$ cat src/rtl/riscv_pkg.sv
// riscv_pkg: shared fetch-stage constants, FSM state type and IF/ID bundle
package riscv_pkg;
   localparam logic [31:0] NOP_INSTR   = 32'h0000_0013;
   localparam int          INSTR_BYTES = 4;
   typedef enum logic {RUN = 1'b0, FAULT = 1'b1} fetch_state_e;
   typedef struct packed {
      logic        valid;
      logic [31:0] instr;
      logic [31:0] pc;
      logic [31:0] pc_plus4;
   } if_id_t;
endpackage

$ cat src/rtl/if_id_reg.sv
// if_id_reg: pipeline register with reset, flush (drops valid, keeps payload) and load
// ports: clk, rst_n (sync active-low), i_load, i_flush, i_d (next bundle), o_q (registered bundle)
module if_id_reg
   import riscv_pkg::*;
(
   input  logic   clk,
   input  logic   rst_n,
   input  logic   i_load,
   input  logic   i_flush,
   input  if_id_t i_d,
   output if_id_t o_q
);
   always_ff @(posedge clk) begin
      if (!rst_n) o_q <= '{valid: 1'b0, instr: NOP_INSTR, pc: '0, pc_plus4: '0};
      else if (i_flush) o_q.valid <= 1'b0;
      else if (i_load) o_q <= i_d;
   end
endmodule

$ cat src/rtl/fetch_stage.sv
// fetch_stage: RV32I instruction fetch with PC, IF/ID handshake, redirects and misaligned-target fault
// ports: clk, rst_n (sync active-low); imem_addr/imem_instr to the combinational imem;
// redirect_valid/redirect_pc from later stages; id_ready from decode; if_id_* to decode;
// fetch_misaligned/fault_pc fault status; fetch_count instructions accepted by decode
module fetch_stage
   import riscv_pkg::*;
#(
   parameter int              XLEN     = 32,
   parameter logic [XLEN-1:0] RESET_PC = '0
) (
   input  logic            clk,
   input  logic            rst_n,
   output logic [XLEN-1:0] imem_addr,
   input  logic [31:0]     imem_instr,
   input  logic            redirect_valid,
   input  logic [XLEN-1:0] redirect_pc,
   input  logic            id_ready,
   output logic            if_id_valid,
   output logic [31:0]     if_id_instr,
   output logic [XLEN-1:0] if_id_pc,
   output logic [XLEN-1:0] if_id_pc_plus4,
   output logic            fetch_misaligned,
   output logic [XLEN-1:0] fault_pc,
   output logic [31:0]     fetch_count
);
   logic [XLEN-1:0] r_pc, r_fault_pc;
   logic [31:0]     r_count;
   fetch_state_e    r_state;
   logic [XLEN-1:0] w_pc_next;
   logic            w_load, w_accept, w_fetch, w_flush;
   if_id_t          w_d, w_q;
   assign w_pc_next = r_pc + XLEN'(INSTR_BYTES);
   assign w_load    = !w_q.valid | id_ready;
   assign w_accept  = w_q.valid & id_ready;
   // a redirect or the fault state always wins over a fetch
   assign w_flush   = redirect_valid | (r_state == FAULT);
   assign w_fetch   = !w_flush & w_load;
   assign w_d       = '{valid: 1'b1, instr: imem_instr, pc: r_pc, pc_plus4: w_pc_next};
   if_id_reg u_if_id (
      .clk     (clk),
      .rst_n   (rst_n),
      .i_load  (w_fetch),
      .i_flush (w_flush),
      .i_d     (w_d),
      .o_q     (w_q)
   );
   always_ff @(posedge clk) begin
      if (!rst_n) begin
         r_pc       <= RESET_PC;
         r_state    <= RUN;
         r_fault_pc <= '0;
         r_count    <= '0;
      end else begin
         if (w_accept) r_count <= r_count + 32'd1;
         if (redirect_valid) begin
            r_pc    <= redirect_pc;
            r_state <= (redirect_pc[1:0] != 2'b00) ? FAULT : RUN;
            if (redirect_pc[1:0] != 2'b00) r_fault_pc <= redirect_pc;
         end else if (w_fetch) r_pc <= w_pc_next;
      end
   end
   assign imem_addr        = {r_pc[XLEN-1:2], 2'b00};
   assign if_id_valid      = w_q.valid;
   assign if_id_instr      = w_q.instr;
   assign if_id_pc         = w_q.pc;
   assign if_id_pc_plus4   = w_q.pc_plus4;
   assign fetch_misaligned = (r_state == FAULT);
   assign fault_pc         = r_fault_pc;
   assign fetch_count      = r_count;
endmodule

$ cat config.mk
export PLATFORM = sky130hd
export DESIGN_NAME = fetch_stage
export DESIGN_NICKNAME = d
export VERILOG_FILES = /design/src/rtl/riscv_pkg.sv /design/src/rtl/if_id_reg.sv /design/src/rtl/fetch_stage.sv
export SDC_FILE = /design/constraint.sdc
export NUM_CORES = 1
export LEC_CHECK = 0
export ABC_AREA = 0
export ABC_CLOCK_PERIOD_IN_PS = 4500
export CAP_MARGIN = 20
export CORE_ASPECT_RATIO = 0.5
export CORE_UTILIZATION = 35
export DETAILED_ROUTE_END_ITERATION = 8
export GPL_ROUTABILITY_DRIVEN = 0
export PLACE_DENSITY = 0.71
export SLEW_MARGIN = 20
export SYNTH_ARGS = -nofsm -noshare
export SYNTH_HDL_FRONTEND = slang
export SYNTH_SLANG_ARGS = --single-unit
$ cat constraint.sdc
create_clock -name clk -period 4.5 [get_ports clk]
set_input_delay 1.35 -clock clk [delete_from_list [all_inputs] [get_ports clk]]
set_output_delay 1.35 -clock clk [all_outputs]
set_load 0.03 [all_outputs]
==> results of run 1 <==
==> cells in the final DEF (no fill, tap or decap), drive strengths merged, types with 18 or more instances in the layout <==
cell type	instances
nand2	231
a21oi	140
clkdlybuf4s50	258
o21ai	49
clkbuf	18
xor2	56
xnor2	23
nand4	36
nor2	51
nand3	35
dfxtp	192
==> path summary, 6_finish.rpt <==
kind | end | slack [ns] | cells after the start
setup / recovery | imem_addr[8] | 1.32 | 1
hold reg to reg | u_if_id.o_q[95] | 0.45 | 2
setup reg to reg | r_pc[30] | 2.05 | 6
hold / removal | u_if_id.o_q[95] | 0.45 | 2
==> stage by stage <==
| step | cells | hold slack, ns | util, % |
|---|---|---|---|
| after floorplan | 998 | 0.4320 | - |
| after global placement | 1461 | 0.4424 | 47.97 |
| after detailed placement | 1461 | 0.4456 | 48.01 |
| after CTS | 1492 | 0.4555 | 50.42 |
| after global routing | 1492 | 0.4733 | 50.43 |
| final | 1492 | 0.4543 | 50.43 |
==> area by class of cell <==
| class | count | area [sq um] |
|---|---|---|
| fill | 2097 | 11010 |
| sequential | 192 | 3844 |
| multi-input combinational | 696 | 3721 |
| timing repair buffer | 270 | 2708 |
| clock buffer | 18 | 429.2 |
| tap | 300 | 375.4 |
| clock inverter | 13 | 107.6 |
| inverter | 3 | 13.76 |
==> flip-flops by register name, indices dropped and copies added, names as in the netlist <==
register,count
fault_pc,32
fetch_misaligned,1
r_pc,32
fetch_count,32
u_if_id.o_q,95
==> layer usage <==
metal / GRT usage [%] / up-vias
met5: 0 / -
met4: 7.998 / 0
met3: 4.398 / 41
li1: - / 3682
met2: 34.05 / 171
met1: 25.18 / 3546
==> power breakdown <==
group | switching (W) | leakage, nW | internal, W
logic | 0.000403 | 2.06 | 0.000276
clock network | 0.000696 | 0.246 | 0.000715
registers | 0.0000838 | 1.57 | 0.00179
==> worst reg2reg max path, cell delays in order, from the launching register on <==
cell and delay [ns]:
sky130_fd_sc_hd__dfxtp_1 0.52, sky130_fd_sc_hd__ha_1 0.28, sky130_fd_sc_hd__nand3_2 0.21, sky130_fd_sc_hd__nor4_4 0.77
sky130_fd_sc_hd__nand4_1 0.26, sky130_fd_sc_hd__xor2_1 0.21, sky130_fd_sc_hd__a21oi_1 0.14
==> cells by family (layout without fill, tap and decap cells) <==
| family | after synthesis | in the layout |
|---|---|---|
| multiplexers | 1 | 1 |
| AO/OA/AOI/OAI | 205 | 205 |
| adder cells (fa/ha/maj) | 2 | 2 |
| AND/OR/NAND/NOR | 407 | 407 |
| other | 1 | 2 |
| flip-flops | 192 | 192 |
| buffers and inverters | 110 | 304 |
| XOR/XNOR | 79 | 79 |
==> impl.org, run 1 <==
** Worst setup path
- By startpoint and endpoint, the worst setup path is classified as reg2out.
- Setup crit end kind :: output pin
- The slowest stage of the critical path belongs to the cell sky130_fd_sc_hd__clkdlybuf4s50_1.
- Together, buffers and inverters on the worst path number 1.
- Grouping stages by cell kind, the critical path spends the most delay in buffers and inverters.
- CP max FO :: 9
- Traced cell by cell, the critical path runs through clkdlybuf4s50_1.
- WP data required :: between 3 and 4 ns
- Startpoint of the most critical register-to-register path :: r_pc[2]
- Data arrives at the worst endpoint at between 1.5 and 2 ns.
- Peak per-stage delay on the critical path :: between 0.7 and 0.8 ns
- Kind of start point of the critical path :: register
- Startpoint of the most critical setup path :: r_pc[8]

** Min path
- The worst hold path belongs to the class reg2reg.
- The worst hold path begins at u_if_id.o_q[95].

** Yosys
- Number of warnings issued by yosys :: 0
- The commonest cells after synthesis are 231 x sky130_fd_sc_hd__nand2_1, 192 x sky130_fd_sc_hd__dfxtp_1, 137 x sky130_fd_sc_hd__a21oi_1.
- The synthesized netlist devotes a little over an eighth of its cell area to compound gates.
- The mapped netlist covers between 8000 and 9000 sq um.
- Number of flops mapped to enable cells by yosys :: 0
- Adder and majority gate portion of the synthesized area :: less than 1%
- After synthesis, flip-flops and latches occupy between 40% and 50% of the total area.
- Avg Cell Area, Syn :: between 8 and 9 sq um
- Yosys attributes the largest share of cell area to sky130_fd_sc_hd__dfxtp_1 47%, sky130_fd_sc_hd__nand2_1 11%, sky130_fd_sc_hd__a21oi_1 8.4%, sky130_fd_sc_hd__xor2_1 6.0%, sky130_fd_sc_hd__buf_4 3.1%.
- After synthesis, the share of cell area in mux cells is less than 1%.
- Most frequent cell after synthesis :: sky130_fd_sc_hd__nand2_1
- In the synthesized netlist the dominant register cell turns out to be sky130_fd_sc_hd__dfxtp_1.
- Simple-gate portion of the synthesized area :: 23.24%
- In this run, synthesis produced a sequential element count of between 150 and 200.
- Synthesis produced between 900 and 1000 cells.
- Ys async rst share :: 0%
- Largest family of logic cells by synthesized area :: simple AND/OR/NAND/NOR gates
- After synthesis, the largest area contributor takes up between 40% and 50% of total cell area.
- Leading area contributor after synthesis :: sky130_fd_sc_hd__dfxtp_1
- Number of different library cells in the post-synthesis netlist :: 41
- Synth Area in XOR/XNOR :: under 10%

** STA
- Setup TNS Final :: 0 ns
- For the final database, setup skew stands at about 0.0067 ns.
- Fin worst setup slack :: 1.320 ns
- Hold violation count in the final report :: 0
- Number of setup violations in the final report :: 0
- For the pin with the worst max-slew slack, the measured transition is 0.8734 ns.
- Setup repair after global routing left no endpoint under its margin.
- Tightest slew margin relative to the limit :: 41.78%
- Subtracting the final worst setup slack from the clock period gives about 3.2 ns.
- The final critical path takes up 70.67% of the cycle.
- Final Slew Violations :: 0
- Peak clock frequency supported by timing :: between 300 and 400 MHz

** GRT
- Number of antenna violations at the first check in global routing :: 0
- Tot GR Track Use :: 20.13%
- Maximum number of pins on one net before global-route repair :: 82
- The number of global-route vias before repair came to between 6000 and 7000.
- Grt ovf :: 0
- Global-route wire length before repair :: ~37 mm

** Placement
- Final HPWL DP :: about 17 mm
- Placed cell areas :: between 10000 and 15000 sq um
- At the placement stage, the worst setup path has a slack of about 0.80 ns.
- Count of buffers inserted at the top-level ports :: around 260

** Pwr
- Total power for the finished layout comes to around 0.004 W.
- For this design the static power due to leakage is around 3.9 nW.
- Power per cell area :: 353.8 nW/um^2
- IR analysis of the VDD net gives a maximum drop of around 0.22 mV.

** Floorplan
- Number of primary I/O pins :: 262
- The die covers around 24000 sq um.
- The floorplan step set the die height to approximately 110 um.
- Number of cell rows :: 38
- For this configuration, the core starts out at a cell density of a little over a third.
- Die boundary width :: about 220 um
- Core footprint :: 22200 sq um

** Route
- Met2 WL :: about 12 mm
- In the final routed layout, each cell accounts on average for around 16 um.
- The highest metal layer carrying signal wires in the routed design is met4.
- In the routed layout, each cell is associated on average with a via count of around 5.0.
- Remaining DRCs :: 0
- Number of iterations in the first detailed-routing pass :: 6
- After detailed routing, the total wire length is 24.28 mm.
- Count of routing violations after the opening detailed-route iteration :: between 500 and 600
- Detail Route met3 WL :: around 940 um
- Once detail routing completed, the nets flagged for antenna violations numbered 0.
- M1 wire length :: between 10 and 15 mm
- Total vias in the final route :: around 7400

** CTS
- The H-tree was split into 4 levels.
- Count of hold buffers inserted by post-cts repair :: 0
- In this run the post-CTS setup repair buffer count came out at 0.
- Root cell of the clock tree :: sky130_fd_sc_hd__clkbuf_16
- TritonCTS built the clock tree.
- Maximum clock path buffer count :: 2
- Clock transition at path regs :: approximately 0.07 ns
- Worst-Skew Late Latency :: ~0.44 ns
- TritonCTS Buffers :: 17
- The clock drives between 150 and 200 sinks.
- Cts repair resizes :: 0

** Cells and area
- Number of diodes added for antenna fixing :: 0
- Net count, final :: approximately 1300
- From synthesis to final layout, the design area changed by 37.93%.
- After routing the design area is 11200 sq um.
- Ratio of cells with drive above 1 in the final layout :: approximately 5.3%

** Outcome
- The flow ran to the end, and the final reports show no timing, DRC or antenna violations.

** Job
- Max-cap viol count :: 0
No activity file was read; power rests on OpenSTA's default activity.
==> inputs of run 2 (changes only) <==
Settings changed: ABC_CLOCK_PERIOD_IN_PS 4500 to 3300.
Clock period 4.5 ns to 3.3 ns, I/O delays scaled along.
==> impl.org, run 2 (synthesis results as in run 1) <==
** Outcome
- Outcome :: complete, no violations

** Cells and area
- Ratio of cells with drive above 1 in the final layout :: 6.379%
- For this run, the post-layout net count is approximately 1300.
- Commonest non-fill, non-tap cells in the layout :: 258 x sky130_fd_sc_hd__clkdlybuf4s50_1, 231 x sky130_fd_sc_hd__nand2_1, 192 x sky130_fd_sc_hd__dfxtp_1
- From synthesis to final layout, the design area changed by 40.28%.
- Number of diodes added for antenna fixing :: 0
- The register with the most flip-flops in the final layout is u_if_id.o_q.
- Excluding fillers, the count of instances in the completed layout stands at between 1500 and 2000.
- The filler cells instantiated in the layout total approximately 2100.
- The library cell used most frequently in the layout, excluding fill and tap cells, is sky130_fd_sc_hd__clkdlybuf4s50_1.
- The register with the most flip-flops in the layout has between 90 and 100 of them.

** GRT
- Grt ovf :: 0
- The first global-routing pass estimated 37.12 mm of wire.
- Vias in the first global route :: 6933
- Maximum number of pins on one net before global-route repair :: between 60 and 70
- Tot GR Track Use :: about a fifth
- The number of antenna violations at the first check in global routing is 0.

** CTS
- Maximum clock path buffer count :: 2
- Buffers added to address setup during post-CTS repair amount to 0.
- TritonCTS clock tree :: yes
- Worst-Skew Late Latency :: roughly 0.44 ns
- Clock transition at path regs :: roughly 0.070 ns
- For this design, the CTS-stage hold fixing added 0 buffers.
- Max H-tree Level :: 4
- Cts repair resizes :: 0
- The tree built by TritonCTS fans out to around 190 sinks.
- CTS placed an instance of sky130_fd_sc_hd__clkbuf_16 at the clock tree root.
- TritonCTS Buffers :: 17

** Route
- Number of antenna-violating nets in the routed design :: 0
- Routed WL per cell :: roughly 16 um
- Post-DR vias/cell :: roughly 5.0
- The first detailed-routing pass ran for 5 iterations.
- Remaining DRCs :: 0
- The final route contains roughly 7500 vias.
- After detailed routing, the total wire length is ~25 mm.
- For this block, the initial DRC count from the detailed router was about 570.

** Worst setup path
- For the worst setup path, the data arrival time is around 1.8 ns.
- In this run the critical register-to-register path is launched from r_pc[2].
- Class of the most critical setup path :: reg2out
- Setup crit end kind :: output pin
- For the worst flop-to-flop path, the logic depth is 6.
- Kind of cell with the highest combined delay on the critical path :: buffers and inverters
- The worst register-to-register path ends at r_pc[14].
- Peak per-stage delay on the critical path :: 0.76 ns
- Counting both buffers and inverters, the worst setup path holds a total of 1.
- STA puts the critical path data required time at about 2.3 ns.
- STA classifies the critical path startpoint as a register.
- CP max FO :: 10
- The setup check on the worst reg-to-reg path leaves a slack of ~0.86 ns.
- Ordered cell list for the critical path :: clkdlybuf4s50_1
- Slowest stage cell, crit path :: sky130_fd_sc_hd__clkdlybuf4s50_1

** STA
- Final Slew Violations :: 0
- Setup violations remaining at the end of the flow were counted as 0.
- Static timing analysis puts the maximum clock frequency at roughly 360 MHz.
- Setup TNS Final :: 0 ns
- For the pin with the worst max-slew slack, the measured transition is approximately 0.88 ns.
- Tmin final :: approximately 2.8 ns
- The hold violation count in the final report is 0.
- Between clock sinks in the finished design, the worst skew comes to a little under 0.01 ns.
- Final worst-path cycle share :: approximately 84%
- Tightest slew margin relative to the limit :: between 40% and 50%
- Setup repair after global routing left no endpoint under its margin.

** Floorplan
- The floorplan step defined a core boundary enclosing roughly 22000 sq um.
- In this run the horizontal extent of the chip is approximately 220 um.
- Die Ht :: ~110 um
- Area of the die :: about 24000 sq um
- Initial cell density of the core :: between 30% and 40%
- Number of cell rows :: 38
- 262 I/O pins were placed.

** Pwr
- Combinational cells account for around 17% of the total power.
- For this design the ratio of total power to cell area is 504.0 nW/um^2.
- The clock network burns roughly 40% of the power.
- The internal power of the cells totals roughly 0.0041 W.
- Part of the power in registers :: roughly 44%
- Maximum vdd drop :: approximately 0.3 mV
- Net Sw Frac :: ~28%
- The analysis attributes to cell leakage a power of between 3 and 4 nW.
- In this run the power spent charging and discharging nets is between 0.0015 and 0.002 W.

** Placement
- After detailed placement, the design holds a cell count of between 1000 and 1500.
- Buffers placed on the I/O ports in this run total between 200 and 300.
- Summed over all nets, the half-perimeter wirelength after detailed placement is 17.74 mm.

** Job
- Max-cap violations in this run came to 0.

** Min path
- The worst hold path belongs to the class reg2reg.
- The worst hold path begins at u_if_id.o_q[58].
- Terminating pin of the worst hold path :: u_if_id.o_q[58]
- Counting instances, the worst hold path has a depth of 2.
## run 2: how the worst max path moves through the flow
stage | startpoint | end | slack, ns | cells past startpoint
global route | r_pc[9] | imem_addr[9] | 0.46 | 1
CTS | r_pc[9] | imem_addr[9] | 0.51 | 1
detailed placement | id_ready | r_pc[13] | 0.40 | 5
finish | r_pc[18] | imem_addr[18] | 0.52 | 1
global placement | id_ready | r_pc[13] | 0.41 | 5
floorplan | redirect_valid | r_pc[13] | 1.03 | 5
## run 2: stage by stage
stage	hold WS (ns)	cell area (sq um)	worst slack, ns	total power [W]	utilization, %
after global placement	0.4418	10760	0.4085	0.003535	48.44
final	0.4524	11390	0.5225	0.005740	51.30
after detailed placement	0.4456	10760	0.3966	0.003552	48.44
after global routing	0.4785	11390	0.4601	0.005953	51.30
after CTS	0.4557	11390	0.5134	0.005790	51.30
after floorplan	0.4320	8123	1.028	0.003136	-
## run 2: tightest hold or removal path: stages, from the launching register on
cell	delay [ns]
sky130_fd_sc_hd__dfxtp_1	0.31
sky130_fd_sc_hd__nand2_1	0.05
sky130_fd_sc_hd__a21oi_1	0.05
## run 2: layout make-up
class / count / area, sq um / area share, %
Multi-Input combinational cell: 696 / 3710 / 32.57
Timing Repair Buffer: 284 / 2813 / 24.70
Clock inverter: 14 / 205.2 / 1.802
Clock buffer: 18 / 429.2 / 3.768
Tap cell: 300 / 375.4 / 3.296
Inverter: 3 / 13.76 / 0.1208
Sequential cell: 192 / 3844 / 33.75
## run 2: power by group through the flow
| stage | clock network, W | logic, W | registers (W) |
|---|---|---|---|
| global placement | 0 | 0.000946 | 0.00259 |
| global route | 0.00238 | 0.00101 | 0.00256 |
| finish | 0.00224 | 0.000956 | 0.00254 |
| floorplan | 0 | 0.000388 | 0.00275 |
| detailed placement | 0 | 0.000957 | 0.00259 |
| CTS | 0.00229 | 0.000961 | 0.00254 |
## run 2: metal layers
metal,wire (um),vias up,global-route usage (%)
met3,1371,49,4.094
met2,12240,261,34.32
met5,0,-,0
met4,747,0,9.960
li1,-,3707,-
met1,10190,3526,24.60
